[src/rtl/fifo_wr_arbiter.sv]
// -----------------------------------------------------------------------------
// fifo_wr_arbiter
//
// Round-robin arbiter that lets NUM_REQ requesters share the single write port
// of an asynchronous FIFO, entirely in the write clock domain. A requester
// keeps the grant for a whole packet (up to MAX_BURST words), so its words land
// in the FIFO contiguously. Every release spends one IDLE cycle before the next
// arbitration.
//
// Ports:
//   wclk       write-domain clock
//   wrst       asynchronous active-high reset
//   req_valid  per-requester word valid
//   req_last   per-requester last-word-of-packet flag (qualified by req_valid)
//   req_data   packed requester words, requester i at [i*DATA_WIDTH +: DATA_WIDTH]
//   req_ready  per-requester accept; a word moves on req_valid[i] & req_ready[i]
//   wfull      FIFO full flag (write domain)
//   winc       FIFO write enable, never high while wfull is high
//   wdata      FIFO write data
//   grant_id   index of the current or most recent grant
//   busy       high while a grant is held
// -----------------------------------------------------------------------------
module fifo_wr_arbiter #(
   parameter int NUM_REQ    = 4,
   parameter int DATA_WIDTH = 8,
   parameter int MAX_BURST  = 4
) (
   input  logic                          wclk,
   input  logic                          wrst,
   input  logic [NUM_REQ-1:0]            req_valid,
   input  logic [NUM_REQ-1:0]            req_last,
   input  logic [NUM_REQ*DATA_WIDTH-1:0] req_data,
   output logic [NUM_REQ-1:0]            req_ready,
   input  logic                          wfull,
   output logic                          winc,
   output logic [DATA_WIDTH-1:0]         wdata,
   output logic [$clog2(NUM_REQ)-1:0]    grant_id,
   output logic                          busy
);

   localparam int IDW  = $clog2(NUM_REQ);
   localparam int CNTW = $clog2(MAX_BURST) + 1;

   typedef enum logic {
      IDLE  = 1'b0,
      GRANT = 1'b1
   } state_t;

   state_t          state;
   state_t          state_nxt;
   logic [IDW-1:0]  rr_ptr;
   logic [IDW-1:0]  rr_ptr_nxt;
   logic [IDW-1:0]  grant_nxt;
   logic [CNTW-1:0] beat_cnt;
   logic [CNTW-1:0] beat_nxt;
   logic            pick_found;
   logic [IDW-1:0]  pick_idx;
   logic            xfer;

   // Returns {found, index} of the first valid requester scanning upward from
   // ptr+1 with wrap. The scan runs from the farthest candidate to the nearest
   // so the nearest valid one is the last to overwrite the result.
   function automatic logic [IDW:0] rr_pick(input logic [NUM_REQ-1:0] valid,
                                            input logic [IDW-1:0]     ptr);
      logic [IDW:0] res;
      int           idx;
      res = '0;
      for (int k = NUM_REQ; k >= 1; k--) begin
         idx = (int'(ptr) + k) % NUM_REQ;
         if (valid[idx]) begin
            res = {1'b1, IDW'(idx)};
         end
      end
      return res;
   endfunction

   assign {pick_found, pick_idx} = rr_pick(req_valid, rr_ptr);
   assign busy = (state == GRANT);

   // Next-state and combinational outputs
   always_comb begin
      state_nxt  = state;
      grant_nxt  = grant_id;
      rr_ptr_nxt = rr_ptr;
      beat_nxt   = beat_cnt;
      req_ready  = '0;
      winc       = 1'b0;
      wdata      = '0;
      xfer       = 1'b0;

      case (state)
         IDLE: begin
            if (pick_found) begin
               state_nxt  = GRANT;
               grant_nxt  = pick_idx;
               rr_ptr_nxt = pick_idx;
               beat_nxt   = '0;
            end
         end

         GRANT: begin
            req_ready[grant_id] = ~wfull;
            xfer                = req_valid[grant_id] & ~wfull;
            winc                = xfer;
            for (int i = 0; i < NUM_REQ; i++) begin
               if (int'(grant_id) == i) begin
                  wdata = req_data[i*DATA_WIDTH +: DATA_WIDTH];
               end
            end
            // Without a transfer (stall or full) the grant and count are held.
            // The count is cleared on release so it never exceeds MAX_BURST-1.
            if (xfer) begin
               if (req_last[grant_id] || (beat_cnt == CNTW'(MAX_BURST - 1))) begin
                  state_nxt = IDLE;
                  beat_nxt  = '0;
               end else begin
                  beat_nxt  = beat_cnt + 1'b1;
               end
            end
         end

         default: begin
            state_nxt = IDLE;
         end
      endcase
   end

   // State register; rr_ptr starts at the top index so requester 0 wins first
   always_ff @(posedge wclk or posedge wrst) begin
      if (wrst) begin
         state    <= IDLE;
         grant_id <= '0;
         rr_ptr   <= IDW'(NUM_REQ - 1);
         beat_cnt <= '0;
      end else begin
         state    <= state_nxt;
         grant_id <= grant_nxt;
         rr_ptr   <= rr_ptr_nxt;
         beat_cnt <= beat_nxt;
      end
   end

endmodule

[config.mk]
export PLATFORM = sky130hd
export DESIGN_NAME = fifo_wr_arbiter
export DESIGN_NICKNAME = d
export VERILOG_FILES = /design/src/rtl/fifo_wr_arbiter.sv
export SDC_FILE = /design/constraint.sdc
export NUM_CORES = 1
export LEC_CHECK = 0
export CAP_MARGIN = 20
export CORE_UTILIZATION = 30
export CTS_CLUSTER_DIAMETER = 60
export DETAILED_ROUTE_END_ITERATION = 10
export DONT_BUFFER_PORTS = 1
export PLACE_DENSITY_LB_ADDON = 0.25
export SYNTH_ARGS = -nofsm -noshare
export SYNTH_HDL_FRONTEND = slang
export SYNTH_SLANG_ARGS = --single-unit
export TNS_END_PERCENT = 1
[constraint.sdc]
create_clock -name wclk -period 1.9 [get_ports wclk]
set_input_delay 0.19 -clock wclk [delete_from_list [all_inputs] [get_ports wclk]]
set_output_delay 0.19 -clock wclk [all_outputs]
set_load 0.05 [all_outputs]
== Yosys cells after proc, flatten, opt, wreduce, memory -nomap -nowiden ==
Index checks and enable logic that the tools add are counted.

* Bitwise operators: 8
* Reduce and logical (&&, ||, !) cells: 9
* Equal/unequal tests: 6
* Magnitude comparators: 6
* Add/subtract/negate cells: 5
* Mux-type cells: 37

{| class="wikitable"
|+ Operators with widths
! operator !! number
|-
| $mux W8 || 5
|-
| $mux W3 || 7
|-
| $lt A3 B4 Y1 const B || 4
|-
| $mux W1 || 15
|-
| $bmux W1 S2 || 6
|-
| $reduce_or A2 Y1 || 4
|-
| $pmux W3 S2 || 1
|-
| $add A2 B1 Y2 const B || 2
|-
| $add A2 B2 Y2 const B || 2
|-
| $and A1 B1 Y1 const A || 4
|-
| $and A4 B4 Y4 || 1
|-
| $eq A2 B2 Y1 const B || 2
|-
| $mux W4 || 1
|-
| $reduce_and A2 Y1 || 2
|-
| $add A3 B1 Y3 const B || 1
|-
| $eq A3 B2 Y1 const B || 1
|-
| $lt A2 B3 Y1 const B || 1
|-
| $demux W1 S2 || 1
|-
| $eq A2 B1 Y1 const B || 1
|-
| $ge A2 B1 Y1 const B || 1
|-
| $logic_not A2 Y1 || 1
|-
| $ne A2 B1 Y1 const B || 1
|-
| $ne A2 B2 Y1 const B || 1
|-
| $not A1 Y1 || 2
|-
| 4 further kinds || 4
|}

* Bits in registers: 8
* Word-level logic and storage cells: 75
* Output and inout bits: 16
* Bits of input ports: 43

== Longest topological paths before layout ==
* Depth after elaboration: 12
* Depth in mapped cells: 6
* Mapped depth without buffers: 5

== Worst setup path before layout ==
No wires, ideal clock.

* Kind: reg2out
* From: register grant_id[0]
* To: output req_ready[0]
* Cell stages (with the launch flop): 4
* Buffers on the path: 2
* Data required time: 1.710 ns
* Arrival: 2.515 ns
* Setup slack: -0.805 ns
* Cell sequence: dfrtp_1 -> buf_6 -> buf_2 -> nor4_1

* Longest elaborated chain between the ends: 6
* Elaborated cells between the ends (all ways): 7
* Those cells by class: order compare: 2; mux: 3; bitwise: 1; reduce/logical: 1

{| class="wikitable"
|+ Ends and longest elaborated chain
! element !! line !! RTL
|-
| start, declared || 37 || <nowiki>output logic [$clog2(NUM_REQ)-1:0] grant_id,</nowiki>
|-
| start signal, assigned || 137 || <nowiki>grant_id <= grant_nxt;</nowiki>
|-
| $lt A2 B3 Y1 (not written as such) or $ge A2 B1 Y1 (tied branches) || 102 || <nowiki>req_ready[grant_id] = ~wfull;</nowiki>
|-
| $logic_and A1 B1 Y1 (not written as such) || 102 ||
|-
| $mux W1 (not written as such) || 102 ||
|-
| $demux W1 S2 (*) || 102 ||
|-
| $and A4 B4 Y4 (no line) (*) || - ||
|-
| $mux W4 (*) || 91 || <nowiki>case (state)</nowiki>
|-
| end, declared || 33 || <nowiki>output logic [NUM_REQ-1:0] req_ready,</nowiki>
|}

Every way passes the cells marked *; elsewhere a longest branch is shown, timed or not.

== Worst setup path after layout ==
* From: register grant_id[0]
* To: output wdata[6]

* Longest elaborated chain between the ends: 6
* Elaborated cells between the ends (all ways): 9
* Those cells by class: eq/ne: 3; mux: 5; reduce/logical: 1

{| class="wikitable"
|+ Ends and longest elaborated chain
! element !! line !! RTL
|-
| $logic_not A2 Y1 || 106 || <nowiki>if (int'(grant_id) == i) begin</nowiki>
|-
| $mux W8 (3 in a row) || 106 ||
|-
| $mux W8 (*) || 106 ||
|-
| $mux W8 (*) || 91 ||
|-
| end, declared || 36 || <nowiki>output logic [DATA_WIDTH-1:0] wdata,</nowiki>
|}

Marks and branches as above.

==> results.toml <==
[global_routing]
grt_use_total_pct = 13.4
grt_pass1_wl_um = 2660
use_met1_pct = 13.8
gr-usage-met3_pct = 3.48
grt_use_met2_pct = 24.7
grt_antenna_before_repair = 0
overflow = 0
busiest_layer = "met2"
grt_max_degree = 15
grt_pass1_vias = 602

[layout]
drive_above_1_share_pct = 50.0
regArea_um2 = 204
n_antenna_cell = 0
mostFrequentLayoutCells = "mux4_2, inv_1, and2_2"
final_core_util_pct = 42.5
nets = 128
multiInputGateArea_um2 = 534
syn2layout_area_growth_pct = 28.0
final_common_cell = "mux4_2"
design_area_um2 = 977
nFillCells = 216

[timing]
final-setup-viol-count = 0
grt_setup_unrepaired = "false"
final_max_slew_viol_count = 0
max_slew.worst_pin.slew_ns = 0.433
setup_ws_ns = 0.0694
hold_violations = 0
post-route-period-util_pct = 96.3
fin_skew_ns = 0.00445
fmax_mhz = 546
fin_crit_ns = 1.83
maxSlewHeadroom_pct = 70.9
setup_tns_ns = 0

[setup_path]
cp_slowest_stage_delay_ns = 0.49
critPathMaxFanout = 14
arrival_ns = 1.64
cp_slowest_cell = "mux4_2"
crit_path_start_kind = "register"
path_class = "reg -> out"
cp.required_ns = 1.71
cp-end-kind = "output port"
path_cells = "buf_12, mux4_2, and2_2"

[placed_design]
hpwl_um = 1600
dp_slack_ns = 0.240
place_area_um2 = 927
gp_congestion = 0.679
port_buffers = 0

[floorplanning]
dieArea_um2 = 2750
dieHeight_um = 52.4
start_util_pct = 33.2
die_x_um = 52.4
std_cell_rows = 17
num_io_pins = 59
design.core.area_um2 = 2300

[detailed_routing]
drtIter0Drc = 4
drt-total-wl_um = 1890
drtPass1Iterations = 2
drc = 0
ant_nets = 0
routedWlPerCell_um = 17.1
vias = 634
via_per_inst = 5.76

[yosys]
ys_seq_area_share_pct = 26.6
synth_edf_count = 0
synth_fp_nets = 116
ys_types = 31
synthArstFlopShare_pct = 100
synthCells = 71
syn_area_per_cell_um2 = 10.7
synthFlopType = "dfrtp_1"
syn_area_um2 = 763
yosys_warnings = 0
synth-seq-cells = 8

[pwr]
power_density_nw_per_um2 = 1930
peakVddDrop_uv = 990
power_leakage_nw = 0.419

[run_status]
status = "complete, no violations"

[worst_hold_path]
min_path_type = "in -> reg"

[cts]
cts_setup_buffers = 0
cts_sinks = 8
cts_htree_levels = 1
path_clk_slew_ns = 0.06
numCtsBuffers = 3
cts_max_path_buffers = 2
cts_tree = "yes"
clk_latency_ns = 0.26
cts_root_buffer = "clkbuf_4"

[flow_run]
maxCapViolCount = 0
## power breakdown
group          switching, W  internal, W  leakage (nW)
Combinational      0.000883     0.000543         0.310
Clock             0.0000643    0.0000808        0.0150
Sequential        0.0000632     0.000248        0.0932
## metrics by stage
step	std cells	hold slack [ns]	power, W
after CTS	110	0.149	0.00190
after global routing	110	0.154	0.00199
after detailed placement	105	0.0534	0.00171
after global placement	105	0.0485	0.00169
after floorplan	71	0.00423	0.00142
final	110	0.150	0.00188
## kinds of logic (layout without fill, tap and decap cells)
| logic type | Yosys count | after routing | share of synthesized area, % |
|---|---|---|---|
| AND/OR/NAND/NOR | 27 | 27 | 20.8 |
| AO/OA/AOI/OAI | 12 | 12 | 12.8 |
| buffers and inverters | 12 | 23 | 7.05 |
| multiplexers | 10 | 10 | 29.5 |
| flip-flops | 8 | 8 | 26.6 |
| adder cells (fa/ha/maj) | 2 | 2 | 3.28 |
## registers in the layout (all words and copies together) (netlist names)
register  count
beat_cnt      3
busy          1
grant_id      2
rr_ptr        2
## worst paths after layout
path / depth (start not counted) / to / slack [ns] / startpoint
setup reg to reg: 5 / beat_cnt[0]$_DFFE_PP0P_ / 0.35 / grant_id[0]$_DFFE_PP0P_
setup / recovery: 3 / wdata[6] / 0.07 / grant_id[0]$_DFFE_PP0P_
hold reg to reg: 1 / beat_cnt[0]$_DFFE_PP0P_ / 0.50 / beat_cnt[0]$_DFFE_PP0P_
hold / removal: 2 / busy$_DFF_PP0_ / 0.15 / req_valid[3]
max in group asynchronous: 2 / rr_ptr[0]$_DFFE_PP1P_ / 1.29 / wrst
min in group asynchronous: 2 / beat_cnt[1]$_DFFE_PP0P_ / 0.32 / wrst
## synthesized netlist by cell type, types with 2 or more instances
library cell | instances | area share [%]
o221ai_1 | 2 | 2.3
dfrtp_1 | 6 | 20
inv_1 | 7 | 3.4
dfstp_2 | 2 | 6.9
ha_1 | 2 | 3.3
nor4_1 | 2 | 1.6
nor2_1 | 3 | 1.5
a21o_1 | 2 | 2.0
nand3_1 | 2 | 1.3
and2_1 | 8 | 6.6
nor2b_1 | 3 | 2.5
nand2_2 | 2 | 1.6
mux4_2 | 10 | 30
clkbuf_1 | 2 | 0.98
o21ai_1 | 2 | 1.3
## routing by layer
layer	routed length [um]	part of all wire, %
met2	951	50
met5	0	0
met4	18	0.95
met1	714	38
met3	201	11
## what timing repair did
action / CTS / global route
hold buffers: 1 / 0
endpoints found under the hold margin: 6 / 0
gates resized for setup: 9 / 2
setup endpoints to repair: 8 / 7
## critical path: cells and delay by family, from the launching register on
family                 cells  cell delay (ns)
multiplexers               1             0.49
AND/OR/NAND/NOR            1             0.31
flip-flops                 1             0.41
buffers and inverters      1             0.17
## final cells by class
| class | count | share of cell area, % |
|---|---|---|
| clock buffers | 4 | 2.69 |
| inverters | 8 | 3.07 |
| multi-input cells | 51 | 54.7 |
| flip-flops and latches | 8 | 20.9 |
| well taps | 28 | 3.59 |
| repair buffers | 11 | 15.1 |
Note: power is estimated with default switching activity, not from simulation.
